File: src/rtl/multicycle_control_v2.sv
// multicycle_control_v2: multicycle processor control FSM.
// Decodes the opcode field of the instruction register and sequences
// datapath control through fetch, decode, execute, memory and writeback.
// Handles memory wait states (MemReady), an illegal-opcode trap and HALT.
module multicycle_control_v2 #(
    parameter int INST_W  = 16,
    parameter int OP_LSB  = 0,
    parameter int OP_W    = 4,
    parameter bit TRAP_EN = 1'b1
) (
    input  logic              CLK,
    input  logic              Reset_n,
    input  logic [INST_W-1:0] inst,
    input  logic              MemReady,
    output logic              PCWriteCond,
    output logic              PCWrite,
    output logic              IorD,
    output logic              RegWrite,
    output logic              MemWrite,
    output logic              MemRead,
    output logic              IRWrite,
    output logic [1:0]        ALUSrcA,
    output logic [1:0]        ALUSrcB,
    output logic              ALUOp,
    output logic [1:0]        MemToReg,
    output logic [1:0]        PCSrc,
    output logic              Illegal,
    output logic              Halted,
    output logic [4:0]        State
);

    typedef enum logic [4:0] {
        ST_FETCH     = 5'd0,
        ST_DECODE    = 5'd1,
        ST_R_ADD     = 5'd2,
        ST_R_SUB     = 5'd3,
        ST_R_WB      = 5'd4,
        ST_J_EXE     = 5'd5,
        ST_J_WB      = 5'd6,
        ST_M_ADDR    = 5'd7,
        ST_M_LW_RD   = 5'd8,
        ST_M_LW_WB   = 5'd9,
        ST_M_ADDI_WB = 5'd10,
        ST_M_SW      = 5'd11,
        ST_B_CMP     = 5'd12,
        ST_B_TGT     = 5'd13,
        ST_B_TAKE    = 5'd14,
        ST_I_IMM     = 5'd15,
        ST_I_WB      = 5'd16,
        ST_TRAP      = 5'd17,
        ST_HALT      = 5'd18
    } state_t;

    state_t          r_state;
    state_t          w_next;
    state_t          w_illegal_next;
    logic [OP_W-1:0] w_op;
    logic            w_op_wide;
    logic [3:0]      r_op_q;
    logic            w_unused_inst;

    assign w_op           = inst[OP_LSB+OP_W-1:OP_LSB];
    assign w_illegal_next = TRAP_EN ? ST_TRAP : ST_FETCH;
    assign w_unused_inst  = ^inst;
    assign State          = r_state;

    // Any opcode bit above bit 3 set means the opcode is > 15 and illegal.
    if (OP_W > 4) begin : g_wide_op
        assign w_op_wide = |w_op[OP_W-1:4];
    end else begin : g_narrow_op
        assign w_op_wide = 1'b0;
    end

    // State register with asynchronous abort to FETCH.
    always_ff @(posedge CLK or negedge Reset_n) begin
        if (!Reset_n) r_state <= ST_FETCH;
        else          r_state <= w_next;
    end

    // Opcode latched leaving DECODE; only legal (<=15) opcodes reach states
    // that consult it, so the low four bits are all that need keeping.
    always_ff @(posedge CLK or negedge Reset_n) begin
        if (!Reset_n)                   r_op_q <= '0;
        else if (r_state == ST_DECODE)  r_op_q <= w_op[3:0];
    end

    // Next-state selection and per-state control outputs.
    always_comb begin
        w_next      = ST_FETCH;
        PCWriteCond = 1'b0;
        PCWrite     = 1'b0;
        IorD        = 1'b0;
        RegWrite    = 1'b0;
        MemWrite    = 1'b0;
        MemRead     = 1'b0;
        IRWrite     = 1'b0;
        ALUSrcA     = 2'd0;
        ALUSrcB     = 2'd0;
        ALUOp       = 1'b0;
        MemToReg    = 2'd0;
        PCSrc       = 2'd0;
        Illegal     = 1'b0;
        Halted      = 1'b0;
        case (r_state)
            ST_FETCH: begin
                MemRead = 1'b1;
                ALUSrcB = 2'd1;
                // Gated with Reset_n so no write enable leaks out while reset is held.
                if (MemReady && Reset_n) begin
                    IRWrite = 1'b1;
                    PCWrite = 1'b1;
                end
                w_next = MemReady ? ST_DECODE : ST_FETCH;
            end
            ST_DECODE: begin
                if (w_op_wide) begin
                    w_next = w_illegal_next;
                end else begin
                    case (w_op[3:0])
                        4'd0:                w_next = ST_R_ADD;
                        4'd1, 4'd2, 4'd3:    w_next = ST_R_SUB;
                        4'd4, 4'd6:          w_next = ST_J_EXE;
                        4'd5, 4'd15:         w_next = ST_I_IMM;
                        4'd8, 4'd9, 4'd10:   w_next = ST_M_ADDR;
                        4'd11:               w_next = ST_B_CMP;
                        4'd14:               w_next = ST_HALT;
                        default:             w_next = w_illegal_next;
                    endcase
                end
            end
            ST_R_ADD: begin
                ALUSrcA = 2'd1;
                w_next  = ST_R_WB;
            end
            ST_R_SUB: begin
                ALUSrcA = 2'd1;
                ALUOp   = 1'b1;
                w_next  = ST_R_WB;
            end
            ST_R_WB: begin
                RegWrite = 1'b1;
                if (r_op_q == 4'd1)      MemToReg = 2'd3;
                else if (r_op_q == 4'd3) MemToReg = 2'd2;
                w_next = ST_FETCH;
            end
            ST_J_EXE: begin
                ALUSrcA = 2'd1;
                if (r_op_q == 4'd6) ALUSrcB = 2'd2;
                w_next = ST_J_WB;
            end
            ST_J_WB: begin
                RegWrite = 1'b1;
                PCWrite  = 1'b1;
                PCSrc    = 2'd1;
                w_next   = ST_FETCH;
            end
            ST_M_ADDR: begin
                ALUSrcA = 2'd1;
                ALUSrcB = 2'd2;
                case (r_op_q)
                    4'd8:    w_next = ST_M_ADDI_WB;
                    4'd9:    w_next = ST_M_LW_RD;
                    4'd10:   w_next = ST_M_SW;
                    default: w_next = ST_FETCH;
                endcase
            end
            ST_M_LW_RD: begin
                IorD    = 1'b1;
                MemRead = 1'b1;
                w_next  = MemReady ? ST_M_LW_WB : ST_M_LW_RD;
            end
            ST_M_LW_WB: begin
                RegWrite = 1'b1;
                MemToReg = 2'd1;
                w_next   = ST_FETCH;
            end
            ST_M_ADDI_WB: begin
                RegWrite = 1'b1;
                w_next   = ST_FETCH;
            end
            ST_M_SW: begin
                IorD     = 1'b1;
                MemWrite = 1'b1;
                w_next   = MemReady ? ST_FETCH : ST_M_SW;
            end
            ST_B_CMP: begin
                ALUSrcA = 2'd1;
                ALUOp   = 1'b1;
                w_next  = ST_B_TGT;
            end
            ST_B_TGT: begin
                ALUSrcB = 2'd2;
                w_next  = ST_B_TAKE;
            end
            ST_B_TAKE: begin
                PCWriteCond = 1'b1;
                PCSrc       = 2'd1;
                w_next      = ST_FETCH;
            end
            ST_I_IMM: begin
                ALUSrcA = 2'd2;
                ALUSrcB = 2'd2;
                w_next  = ST_I_WB;
            end
            ST_I_WB: begin
                RegWrite = 1'b1;
                w_next   = ST_FETCH;
            end
            ST_TRAP: begin
                PCWrite = 1'b1;
                PCSrc   = 2'd2;
                Illegal = 1'b1;
                w_next  = ST_FETCH;
            end
            ST_HALT: begin
                Halted = 1'b1;
                w_next = ST_HALT;
            end
            default: w_next = ST_FETCH;
        endcase
    end

endmodule

File: config.mk
export PLATFORM = sky130hd
export DESIGN_NAME = multicycle_control_v2
export DESIGN_NICKNAME = d
export VERILOG_FILES = /design/src/rtl/multicycle_control_v2.sv
export SDC_FILE = /design/constraint.sdc
export NUM_CORES = 1
export LEC_CHECK = 0
export CAP_MARGIN = 20
export CELL_PAD_IN_SITES_DETAIL_PLACEMENT = 1
export CELL_PAD_IN_SITES_GLOBAL_PLACEMENT = 1
export CORE_ASPECT_RATIO = 0.6
export CORE_UTILIZATION = 29
export DETAILED_ROUTE_END_ITERATION = 10
export PLACE_DENSITY_LB_ADDON = 0.1
export SYNTH_ARGS = -nofsm -noshare
export SYNTH_HDL_FRONTEND = slang
export SYNTH_SLANG_ARGS = --single-unit
File: constraint.sdc
create_clock -name CLK -period 3.55 [get_ports CLK]
set_input_delay 0.71 -clock CLK [delete_from_list [all_inputs] [get_ports CLK]]
set_output_delay 0.71 -clock CLK [all_outputs]
set_load 0.05 [all_outputs]
* Yosys cells after proc, flatten, opt, wreduce, memory -nomap -nowiden
Memory sizes are Yosys's and may differ from the RTL's.
Index checks and enable logic that the tools add are counted.
** Word-level totals
- Register bits :: 9
- ROM bits :: 80
- Input port bits :: 19
- Output and inout port bits :: 23
- Word-level logic and storage cells :: 61
- Memories kept :: 1
** Memories
- (no name shown) :: depth 16, bits a word 5, rd ports 1, clocked after Yosys merged registers in 0, write ports 0, line 119 : case (w_op[3:0])
** Operators by class
- Equality and inequality tests :: 24
- Muxes and demuxes :: 23
- Reduce and logical (&&, ||, !) cells :: 11
** Operators by type and width (number)
- $pmux 5 s11 :: 1
- $eq 5x4->1 const B :: 8
- $eq 5x3->1 const B :: 4
- $eq 5x5->1 const B :: 3
- $eq 4x4->1 const B :: 3
- $mux 1 :: 12
- $pmux 2 s2 :: 3
- $pmux 4 s3 :: 1
- $reduce_or 2->1 :: 6
- $eq 5x2->1 const B :: 2
- $reduce_or 5->1 :: 2
- $mux 2 :: 3
- $pmux 2 s3 :: 1
- $eq 5x1->1 const B :: 1
- $logic_not 5->1 :: 1
- $eq 4x1->1 const B :: 1
- $eq 4x2->1 const B :: 1
- $eq 4x3->1 const B :: 1
- $mux 4 :: 1
- $reduce_or 3->1 :: 1
- $pmux 1 s2 :: 1
- $logic_and 1x1->1 :: 1

* Logic depth before layout (Yosys ltp)
- Depth after elaboration :: 4
- Mapped depth :: 6
- Depth with buffers taken out :: 4

* Worst setup path after synthesis
OpenSTA, ideal clock, no wires.
- Path type :: reg-to-output
- From :: register r_state[4], in the netlist State[4]
- To :: output port IRWrite
- Data arrival time :: 2.833 ns
- Data required time :: 2.840 ns
- Path slack :: 0.007 ns
- Stages on the path, launching flop included :: 5
- Buffers on the path :: 1
- Path through :: dfrtp_1 > buf_2 > or3_1 > nor3_1 > and3_1
** Between the ends
- Longest elaborated chain between the ends :: 2
** Ends and longest elaborated chain
- from (decl) :: line 54 : state_t r_state;
- from (signal assigned) :: line 77 : else r_state <= w_next;
- $logic_not 5->1 :: line 104 : case (r_state)
- $mux 1 :: line 104
- to (decl) :: line 21 : output logic IRWrite,
No other way between the ends.

* Worst setup path after layout
- From :: register r_state[2], in the netlist State[2]
- To :: output port MemToReg[0]
** Between the ends
- Longest elaborated chain between the ends :: 2
- Elaborated cells on any way between the ends :: 3
- Those cells by class :: 2 x eq/ne; 1 x mux
** Ends and longest elaborated chain
- $eq 5x4->1 or $eq 5x3->1 (tied branches) :: line 104
- $pmux 2 s2 * :: line 104
- to (decl) :: line 25 : output logic [1:0] MemToReg,
Every way passes the cells marked *; elsewhere a longest branch is shown, timed or not.

==> impl_metrics.yaml <==
run_status:
  status: "complete, no violations"
setup_path:
  required_ns: 2.84
  path_max_fanout: 17
  critPathBufInv: 1
  worstSetupPathType: "reg2out"
  max_stage_delay_ns: 0.81
  crit_family: "buffers and inverters"
  setup.worst_path.end_class: "output pin"
  crit_path_top_delay_cell: "clkdlybuf4s50_1"
  worst_setup_path_start_kind: "flop"
  path_cells: "nor4b_1 -> nor4b_2 -> o2bb2ai_1 -> clkdlybuf4s50_1"
  cp.arrival_ns: 2.56
cts:
  cts_buffers: 3
  ctsHoldBuffers: 0
  clk_pin_slew_ns: 0.05
  cts.sinks: 9
  postCtsSetupBuffers: 0
  root_buffer: "clkbuf_8"
  cts_resized: 0
  clkLatencyLatePin_ns: 0.23
  cts_tree: "yes"
  htreeDepth: 1
  cts_buffer_depth: 2
yosys:
  ys_ff_latch: 9
  yosysSeqAreaShare_pct: 26.83
  yosys.cell_types.count: 38
  synth_edf_count: 0
  synth_flop_cell: "dfrtp_1"
  muxShareOfSynthArea_pct: 4.024
  synth_xor_area_share_pct: 2.086
  netlist_area_um2: 839.6
  synth_top_family_by_area: "simple AND/OR/NAND/NOR gates"
  syn_inst: 111
  synthSimpleGateAreaFrac_pct: 37.11
  async_flop_share_pct: 100.0
  synthAdderAreaFrac_pct: 0
  synth.avg_cell_area_um2: 7.564
  synth-compound-area-share_pct: 22.80
  yosysWarnings: 0
  synth_fp_nets: 130
sta:
  finClkSkew_ns: 0.001490
  max_freq_ghz: 0.3055
  slew_headroom_pct: 62.59
  worst_slew_pin_slew_ns: 0.5569
  fin_crit_ns: 3.274
  whs_ns: 0.5916
  slew_viol_final: 0
  rsz0062_at_grt: "false"
  finalSetupViolations: 0
  period_share_pct: 92.21
  hold_viol: 0
  setup_tns_ns: 0
power_and_ir_drop:
  p_per_area_nw_per_um2: 914.9
  cellLeakagePower_nw: 0.4406
  ir_drop_mv: 0.3395
  total_power_mw: 1.117
floorplan:
  core-area_um2: 2628
  fp.dieW_um: 71.46
  ios: 42
  start_util_pct: 31.95
  dieArea_um2: 3121
  core.rowCount: 14
  die_h_um: 43.68
placement:
  numPortBuffers: 29
  gp_congestion: 0.7878
  dpl.hpwl_mm: 2.181
grt:
  grt_max_degree: 18
  grt_antenna_before_repair: 0
  grt_pass1_vias: 885
  grt_pass1_wl_mm: 4.733
  overflow: 0
  gr-usage-all-layers_pct: 20.19
route:
  wl_per_cell_um: 16.18
  ant_nets: 0
  vias: 948
  drc: 0
  drtIter0Drc: 67
  dr.pass1.iters: 4
  routed_wl_mm: 2.800
  vias_per_cell: 5.480
final_layout:
  n_antenna_cell: 0
  utilization_pct: 46.48
  final_common_cell: "clkdlybuf4s50_1"
  drive_gt1_share_pct: 12.77
  nNetsFinal: 161
  n_fill_cell: 336
  final_cell_mix: "clkdlybuf4s50_1 (28), nand2_1 (13), o21ai_0 (10), dfrtp_1 (9), a21oi_1 (9)"
  syn_to_final_growth_pct: 45.45
hold_path:
  worstHoldPathType: "reg2reg"
flow_run:
  maxCapViolCount: 0
-- cells by family (layout without fill, tap and decap cells) --
family                 Yosys count  count (layout)
AO/OA/AOI/OAI                   30              30
buffers and inverters           13              43
AND/OR/NAND/NOR                 54              54
multiplexers                     3               3
flip-flops                       9               9
XOR/XNOR                         2               2
-- area by class of cell --
class	count	area [um2]	share of cell area, %
sequential	9	225.2	18.44
timing repair buffer	34	337.8	27.66
clock buffer	4	45.04	3.689
tap	32	40.04	3.279
multi-input combinational	89	554.3	45.39
inverter	5	18.77	1.537
-- power breakdown --
| part | leakage, nW | switching [mW] | internal (mW) | total, mW |
|---|---|---|---|---|
| clock | 0.0228 | 0.0436 | 0.0785 | 0.122 |
| sequential | 0.114 | 0.107 | 0.146 | 0.253 |
| combinational | 0.304 | 0.471 | 0.271 | 0.742 |
| total | 0.441 | 0.621 | 0.496 | 1.12 |
-- synthesized netlist by cell type (2+ instances only) --
master	number	area, um2
nor4b_1	2	17.52
nand3_1	2	10.01
mux2_2	3	33.78
dfrtp_1	9	225.2
nor2b_1	4	25.02
nor2_1	8	30.03
a21oi_1	9	45.04
nand2b_1	6	37.54
o21ai_0	10	50.05
buf_2	6	30.03
nor3_1	6	30.03
or2_2	3	18.77
or3_1	2	12.51
inv_1	5	18.77
nand2_1	13	48.80
-- worst paths after layout --
check | start | endpoint | slack [ns] | depth (start not counted)
max | State[2]$_DFF_PN0_ | MemToReg[0] | 0.28 | 4
min | r_op_q[1]$_DFFE_PN0P_ | State[0]$_DFF_PN0_ | 0.59 | 2
max reg2reg | State[1]$_DFF_PN0_ | r_op_q[2]$_DFFE_PN0P_ | 1.77 | 3
min reg2reg | r_op_q[1]$_DFFE_PN0P_ | State[0]$_DFF_PN0_ | 0.59 | 2
max in group asynchronous | Reset_n | State[1]$_DFF_PN0_ | 2.51 | 2
min in group asynchronous | Reset_n | State[3]$_DFF_PN0_ | 0.89 | 2
-- flip-flops by register name, summed over array words and instances (netlist names) --
| name | cells |
|---|---|
| State | 5 |
| r_op_q | 4 |
-- per-layer routing --
| layer | track usage, % | up-vias | wire length, um |
|---|---|---|---|
| li1 | - | 466 | - |
| met1 | 32.01 | 455 | 1486 |
| met2 | 28.00 | 27 | 1147 |
| met3 | 4.884 | 0 | 167 |
| met4 | 2.353 | 0 | 0 |
| met5 | 0 | - | 0 |
-- tightest hold or removal path: stages, from the launching register on --
cell	delay [ns]
dfrtp_1	0.37
a311oi_1	0.10
o21ai_0	0.08
-- per-stage QoR --
stage / cell area (um2) / instances / setup slack [ns]
after floorplan: 839.6 / 111 / 0.006971
after global placement: 1176 / 169 / 0.5485
after detailed placement: 1176 / 169 / 0.5790
after CTS: 1221 / 173 / 0.3066
after global routing: 1221 / 173 / 0.07779
final: 1221 / 173 / 0.2764
Note: power is estimated with default switching activity, not from simulation.
